[src/rtl/serial_lt_cmp.sv]
`default_nettype none
// ============================================================================
//  Module      : serial_lt_cmp
//  Description : Chunk-serial, MSB-first magnitude comparator for operands of
//                different widths that are either both signed or both
//                unsigned. Operands are taken in over a valid/ready handshake
//                and compared CHUNK bits per cycle. The lt/eq/gt result is
//                returned over a second valid/ready handshake.
//  Ports       : clk, rst          clock (rising edge), async active-high reset
//                in_valid/in_ready operand handshake
//                in_a [AW], in_b [BW], in_signed   operands + signedness
//                out_valid/out_ready result handshake
//                out_lt/out_eq/out_gt one-hot result (0 while out_valid=0)
//                out_lt_ext [RW]   out_lt zero-extended to RW bits
//  Revision    : 1.0 - initial release
// ============================================================================
module serial_lt_cmp #(
  parameter int AW    = 9,
  parameter int BW    = 6,
  parameter int CHUNK = 1,
  parameter int RW    = 16
) (
  input  logic          clk,
  input  logic          rst,
  input  logic          in_valid,
  output logic          in_ready,
  input  logic [AW-1:0] in_a,
  input  logic [BW-1:0] in_b,
  input  logic          in_signed,
  output logic          out_valid,
  input  logic          out_ready,
  output logic          out_lt,
  output logic          out_eq,
  output logic          out_gt,
  output logic [RW-1:0] out_lt_ext
);

  localparam int W  = (AW > BW) ? AW : BW;
  localparam int N  = (W + CHUNK - 1) / CHUNK;
  localparam int PW = N * CHUNK;
  localparam int CW = (N > 1) ? $clog2(N) : 1;

  localparam logic [W-1:0]  c_msb  = W'(1) << (W - 1);
  localparam logic [CW-1:0] c_last = CW'(N - 1);

  typedef enum logic [1:0] {
    S_IDLE = 2'd0,
    S_RUN  = 2'd1,
    S_DONE = 2'd2
  } state_t;

  state_t          r_state;
  logic [PW-1:0]   r_sa;
  logic [PW-1:0]   r_sb;
  logic [CW-1:0]   r_cnt;
  logic            r_dec;
  logic            r_lt;
  logic            r_out_valid;
  logic            r_out_lt;
  logic            r_out_eq;
  logic            r_out_gt;

  logic [W-1:0]    w_ax;
  logic [W-1:0]    w_bx;
  logic [W-1:0]    w_ak;
  logic [W-1:0]    w_bk;
  logic [PW-1:0]   w_pa;
  logic [PW-1:0]   w_pb;
  logic [CHUNK-1:0] w_ta;
  logic [CHUNK-1:0] w_tb;
  logic            w_dec_now;
  logic            w_lt_now;

  // Extend both operands to W bits: sign-fill when signed, zero-fill otherwise.
  for (genvar i = 0; i < W; i++) begin : g_ext
    if (i < AW) begin : g_a_bit
      assign w_ax[i] = in_a[i];
    end else begin : g_a_fill
      assign w_ax[i] = in_signed & in_a[AW-1];
    end
    if (i < BW) begin : g_b_bit
      assign w_bx[i] = in_b[i];
    end else begin : g_b_fill
      assign w_bx[i] = in_signed & in_b[BW-1];
    end
  end

  // Flipping the sign bit maps two's-complement order onto unsigned order.
  assign w_ak = w_ax ^ (in_signed ? c_msb : '0);
  assign w_bk = w_bx ^ (in_signed ? c_msb : '0);

  // Zero-pad at the LSB end so the operand is a whole number of chunks.
  assign w_pa = PW'(w_ak) << (PW - W);
  assign w_pb = PW'(w_bk) << (PW - W);

  assign w_ta = r_sa[PW-1 -: CHUNK];
  assign w_tb = r_sb[PW-1 -: CHUNK];

  // Decision including the chunk being examined this cycle; the first
  // differing chunk wins and later chunks are ignored.
  assign w_dec_now = r_dec | (w_ta != w_tb);
  assign w_lt_now  = r_dec ? r_lt : (w_ta < w_tb);

  always_ff @(posedge clk or posedge rst) begin
    if (rst) begin
      r_state     <= S_IDLE;
      r_sa        <= '0;
      r_sb        <= '0;
      r_cnt       <= '0;
      r_dec       <= 1'b0;
      r_lt        <= 1'b0;
      r_out_valid <= 1'b0;
      r_out_lt    <= 1'b0;
      r_out_eq    <= 1'b0;
      r_out_gt    <= 1'b0;
    end else begin
      case (r_state)
        S_IDLE: begin
          if (in_valid) begin
            r_sa    <= w_pa;
            r_sb    <= w_pb;
            r_cnt   <= '0;
            r_dec   <= 1'b0;
            r_lt    <= 1'b0;
            r_state <= S_RUN;
          end
        end
        S_RUN: begin
          r_sa  <= r_sa << CHUNK;
          r_sb  <= r_sb << CHUNK;
          r_cnt <= r_cnt + 1'b1;
          r_dec <= w_dec_now;
          r_lt  <= w_lt_now;
          if (r_cnt == c_last) begin
            r_out_valid <= 1'b1;
            r_out_lt    <= w_dec_now & w_lt_now;
            r_out_gt    <= w_dec_now & ~w_lt_now;
            r_out_eq    <= ~w_dec_now;
            r_state     <= S_DONE;
          end
        end
        S_DONE: begin
          if (out_ready) begin
            r_out_valid <= 1'b0;
            r_out_lt    <= 1'b0;
            r_out_eq    <= 1'b0;
            r_out_gt    <= 1'b0;
            r_state     <= S_IDLE;
          end
        end
        default: begin
          r_state <= S_IDLE;
        end
      endcase
    end
  end

  assign in_ready   = (r_state == S_IDLE);
  assign out_valid  = r_out_valid;
  assign out_lt     = r_out_lt;
  assign out_eq     = r_out_eq;
  assign out_gt     = r_out_gt;
  assign out_lt_ext = RW'(r_out_lt);

endmodule
`default_nettype wire
[config.mk]
export PLATFORM = sky130hd
export DESIGN_NAME = serial_lt_cmp
export DESIGN_NICKNAME = d
export VERILOG_FILES = /design/src/rtl/serial_lt_cmp.sv
export SDC_FILE = /design/constraint.sdc
export NUM_CORES = 1
export LEC_CHECK = 0
export CORE_UTILIZATION = 35
export CTS_BUF_LIST = sky130_fd_sc_hd__clkbuf_4 sky130_fd_sc_hd__clkbuf_8
export DETAILED_ROUTE_END_ITERATION = 8
export GPL_TIMING_DRIVEN = 0
export SLEW_MARGIN = 20
export SYNTH_ARGS = -nofsm -noshare
export SYNTH_HDL_FRONTEND = slang
export SYNTH_SLANG_ARGS = --single-unit
[constraint.sdc]
create_clock -name clk -period 2.15 [get_ports clk]
set_input_delay 0.3225 -clock clk [delete_from_list [all_inputs] [get_ports clk]]
set_output_delay 0.3225 -clock clk [all_outputs]
set_load 0.1 [all_outputs]
# Yosys cells after proc, flatten, opt, wreduce, memory -nomap -nowiden
# Index checks and enable logic that the tools add are counted.
op_classes:
  n_reduce_logical: 6
  eq_ne: 7
  n_mux: 24
  n_bitwise: 8
  magnitude_cmp: 1
  addsub: 1
ops:
  columns: ["cell", "n"]
  rows:
  - ["9-bit case mux with 2 select lines", 2]
  - ["9-bit 2-to-1 mux", 3]
  - ["9-bit XOR", 2]
  - ["1-bit case mux with 2 select lines", 6]
  - ["4-bit case mux with 2 select lines", 1]
  - ["1-bit 2-to-1 mux", 7]
  - ["2-bit 2-to-1 mux", 3]
  - ["2-bit inequality test, second input constant", 3]
  - ["2-bit case mux with 3 select lines", 1]
  - ["3-bit AND reduction", 2]
  - ["4-bit by 1-bit adder with 4-bit output, second input constant", 1]
  - ["4-bit equality test, second input constant", 1]
  - ["4-bit 2-to-1 mux", 1]
  - ["2-bit nonzero test", 2]
  - ["1-bit AND", 3]
  - ["2-bit by 1-bit equality test with 1-bit output, second input constant", 1]
  - ["2-bit equality test, second input constant", 1]
  - ["2-bit logical NOT", 1]
  - ["1-bit NOT", 2]
  - ["2-bit AND reduction", 1]
  - ["1-bit less-than comparator", 1]
  - ["1-bit inequality test", 1]
  - ["1-bit bitwise OR", 1]
totals:
  in_bits: 20
  ff_bits: 30
  output_inout_bits: 21
  wordCells: 57

# Logic depth before layout (Yosys ltp)
logic_depth:
  depth_word: 6
  depth_mapped: 5
  depth_no_buf: 5

# Worst setup path before layout
# OpenSTA, ideal clock, no wires.
synth_path:
  path_type: "reg2out"
  start: "register r_state[0]"
  end: "output in_ready"
  n_path_buf: 1
  stages_incl_launch_ff: 3
  path_slack_ps: -25
  t_required_ps: 1827
  t_arrival_ps: 1852
  cell_sequence: "dfrtp_1 > buf_2 > nor2_1"
synth_between:
  elab_chain_cells: 1
synth_rtl:
  columns: ["item", "line_no", "text"]
  rows:
  - ["from (decl)", "52", "state_t r_state;"]
  - ["from (signal assigned)", "106", "r_state <= S_IDLE;"]
  - ["from (signal assigned)", "125", "r_state <= S_RUN;"]
  - ["from (signal assigned)", "139", "r_state <= S_DONE;"]
  - ["2-bit logical NOT", "158", "assign in_ready = (r_state == S_IDLE);"]
  - ["to (decl)", "26", "output logic in_ready,"]
# Every way passes these cells.

# Worst setup path in the final report
layout_path:
  start: "register r_out_gt (netlist: out_gt)"
  end: "output out_gt"
layout_lines:
  columns: ["item", "line_no", "text"]
  rows:
  - ["from (decl)", "61", "logic r_out_gt;"]
  - ["from (signal assigned)", "137", "r_out_gt <= w_dec_now & ~w_lt_now;"]
  - ["to (decl)", "34", "output logic out_gt,"]
# No word-level cell between the ends.

==> flow_summary.ini <==
[floorplanning]
dieArea_mm2 = 0.00463
die_w_um = 68.0
core_mm2 = 0.00409
num_io_pins = 41
die_h_um = 68.0
start_util_pct = 37.4
rows = 23

[sta]
setup_ws_ns = 0.0691
rsz0062_at_grt = no
clock-skew-final_ns = 0.00738
hold_violations = 0
final-setup-viol-count = 0
finalCritPeriodShare_pct = 96.8
worst_slew_pin_slew_ns = 0.978
relSlewSlack_pct = 34.7
max_freq_ghz = 0.481
period_needed_ns = 2.08
report.final.slew_viol_count = 0

[setup_path]
critPathMaxStageDelay_ns = 1.13
cp_slowest_cell = clkdlybuf4s50_1
critPathMaxFanout = 2
rr_startpoint = r_cnt[0]$_DFFE_PP0P_
reg2reg_depth = 5
cp.required_ns = 1.83
worstSetupStartpoint = out_gt$_DFFE_PP0P_
start_kind = flip-flop
worst-path-buf-inv = 1
crit_chain = clkdlybuf4s50_1
reg2reg_slack_ns = 0.77
cp_top_family = buffers and inverters
worstSetupPathType = flip-flop to primary output
critPathArrivalTime_ns = 1.76
r2r-end = out_gt$_DFFE_PP0P_
crit_path_end_kind = primary output

[clock_tree]
ctsHoldBuffers = 0
path_clk_slew_ns = 0.07
clock_path_buffers = 2
cts.repair.resized = 4
cts_buffers = 5
cts_tree = built
post_cts_buffers = 0
root_buffer = clkbuf_8
clk-insertion-delay-late_ns = 0.28
htree_levels = 2
cts_sinks = 30

[route]
post-route-drc-count = 0
drtIter0Drc = 42
wl_per_cell_um = 12.9
via_per_inst = 4.97
drtAntennaViolNets = 0
drtPass1Iterations = 4
wirelength_mm = 3.32
dr_total_vias = 1282

[synth]
synth_cells = 161
synth_top_area_cell = dfrtp_1
yosysSeqAreaShare_pct = 49.2
synth_top_area_share_pct = 49.2
avgSynthCellArea_um2 = 9.48
yosysUniqueCellTypes = 31
synth_seq_cells = 30
ys_top_cells_by_area = dfrtp_1 (49%), a22oi_1 (7.9%), buf_4 (7.9%)
yosys_warnings = 0
synthesis.area_mm2 = 0.00153

[placement]
pre_cts_ws_ns = -0.105
dp_cells = 250
place_congestion = 0.794
dpl.hpwl_mm = 2.42
place.port_buffers = 25

[cells_and_area]
stdcell_count = 258
final_layout_size_suffix_gt1_share_pct = 16.3
fin_nets = 230
diodes = 0
area_delta_synth_final_pct = 30.8

[global_routing]
grt-ovfl-total = 0
grtUsageTotal_pct = 16.6
antenna_found_initial = 0
grt_max_degree = 31
grt_pass1_vias = 1228
grt_pass1_wl_mm = 5.65

[status]
outcome = complete, no violations

[power]
p_leak_uw = 0.000989
pwr_density_cell_mw_per_mm2 = 1250
p_total_uw = 2490
irDropWorstVdd_v = 0.000460

[job]
cap_violations = 0

[min_path]
holdCritPathClass = input pin to asynchronous set/reset pin
## cells by family after synthesis
kind of cell,count (synthesis),share of synthesized area [%]
compound gates,47,20.2
xor+xnor,1,0.574
fa+ha+maj,3,2.46
buf+inv,32,12.3
flops,30,49.2
mux,1,0.656
other cells,1,0.246
simple gates,46,14.4
## state kept, by name, indices dropped and copies added, names as in the netlist, 2 cells and up
signal   cells
r_cnt        4
r_sa         9
r_state      2
r_sb         9
## worst max-delay path by stage
| stage | end | slack [ns] | cells after the start |
|---|---|---|---|
| after floorplan | in_ready | 0.43 | 2 |
| after global placement | in_ready | -0.11 | 3 |
| after detailed placement | in_ready | -0.11 | 3 |
| after CTS | out_eq | 0.02 | 1 |
| after global routing | out_gt | 0.02 | 1 |
| final | out_gt | 0.07 | 1 |
## layer usage
metal  share of wire [%]  track usage (%)  vias up
met5                   0                0        -
met4                0.84             3.91        0
met3                 5.9             4.67        5
met2                  45             25.6       42
met1                  48             22.9      614
li1                    -                -      621
## power by group
part,total [uW],internal [uW],switching (uW)
sequential,919,766,153
combinational,1100,367,731
clock,477,270,207
total,2490,1400,1090
## layout by cell type (no fill, tap or decap), types with 2 or more instances in the layout
| cell | Yosys | layout |
|---|---|---|
| ha_1 | 3 | 3 |
| nor2b_1 | 2 | 2 |
| nand3_1 | 4 | 4 |
| a32o_1 | 2 | 2 |
| a22o_1 | 3 | 3 |
| buf_2 | 6 | 6 |
| conb_1 | 1 | 15 |
| nand2_1 | 24 | 24 |
| nor2_1 | 5 | 4 |
| nand2b_1 | 3 | 3 |
| dlymetal6s2s_1 | 0 | 3 |
| buf_4 | 16 | 16 |
| a22oi_1 | 16 | 16 |
| clkdlybuf4s50_1 | 0 | 20 |
| dfrtp_1 | 30 | 30 |
| o21ai_0 | 19 | 19 |
| a21oi_1 | 3 | 3 |
| inv_1 | 9 | 8 |
| clkbuf_8 | 0 | 6 |
## synthesized netlist by cell type, drive strengths merged
library cell,instances
a21oi,3
a221oi,1
a22o,3
a22oi,16
a32o,2
a32oi,1
and2b,1
and3,1
and3b,1
buf,22
clkbuf,1
conb,1
dfrtp,30
ha,3
inv,9
mux2i,1
nand2,24
nand2b,3
nand3,4
nand4,1
nor2,5
nor2b,2
nor3,1
nor3b,1
nor4bb,1
o21ai,19
o21bai,1
o22ai,1
or3,1
xor2,1
## through the flow
stage	setup TNS [ns]	cell area [um^2]	hold WS [ns]	utilization (%)
global route	0	2000	0.509	48.9
CTS	0	1990	0.480	48.7
floorplan	0	1580	0.413	-
global placement	-0.114	1890	0.463	46.4
finish	0	2000	0.455	48.9
detailed placement	-0.105	1890	0.473	46.4
## area by class of cell
class | instances | area [um^2]
plain buffers | 23 | 154
clock buffers | 7 | 90.1
clock inverters | 1 | 5.00
fillers | 391 | 2090
inverters | 9 | 33.8
multi-input cells | 113 | 643
flip-flops and latches | 30 | 751
well taps | 50 | 62.6
repair buffers | 25 | 258
Power figures use the tool's default switching activity.
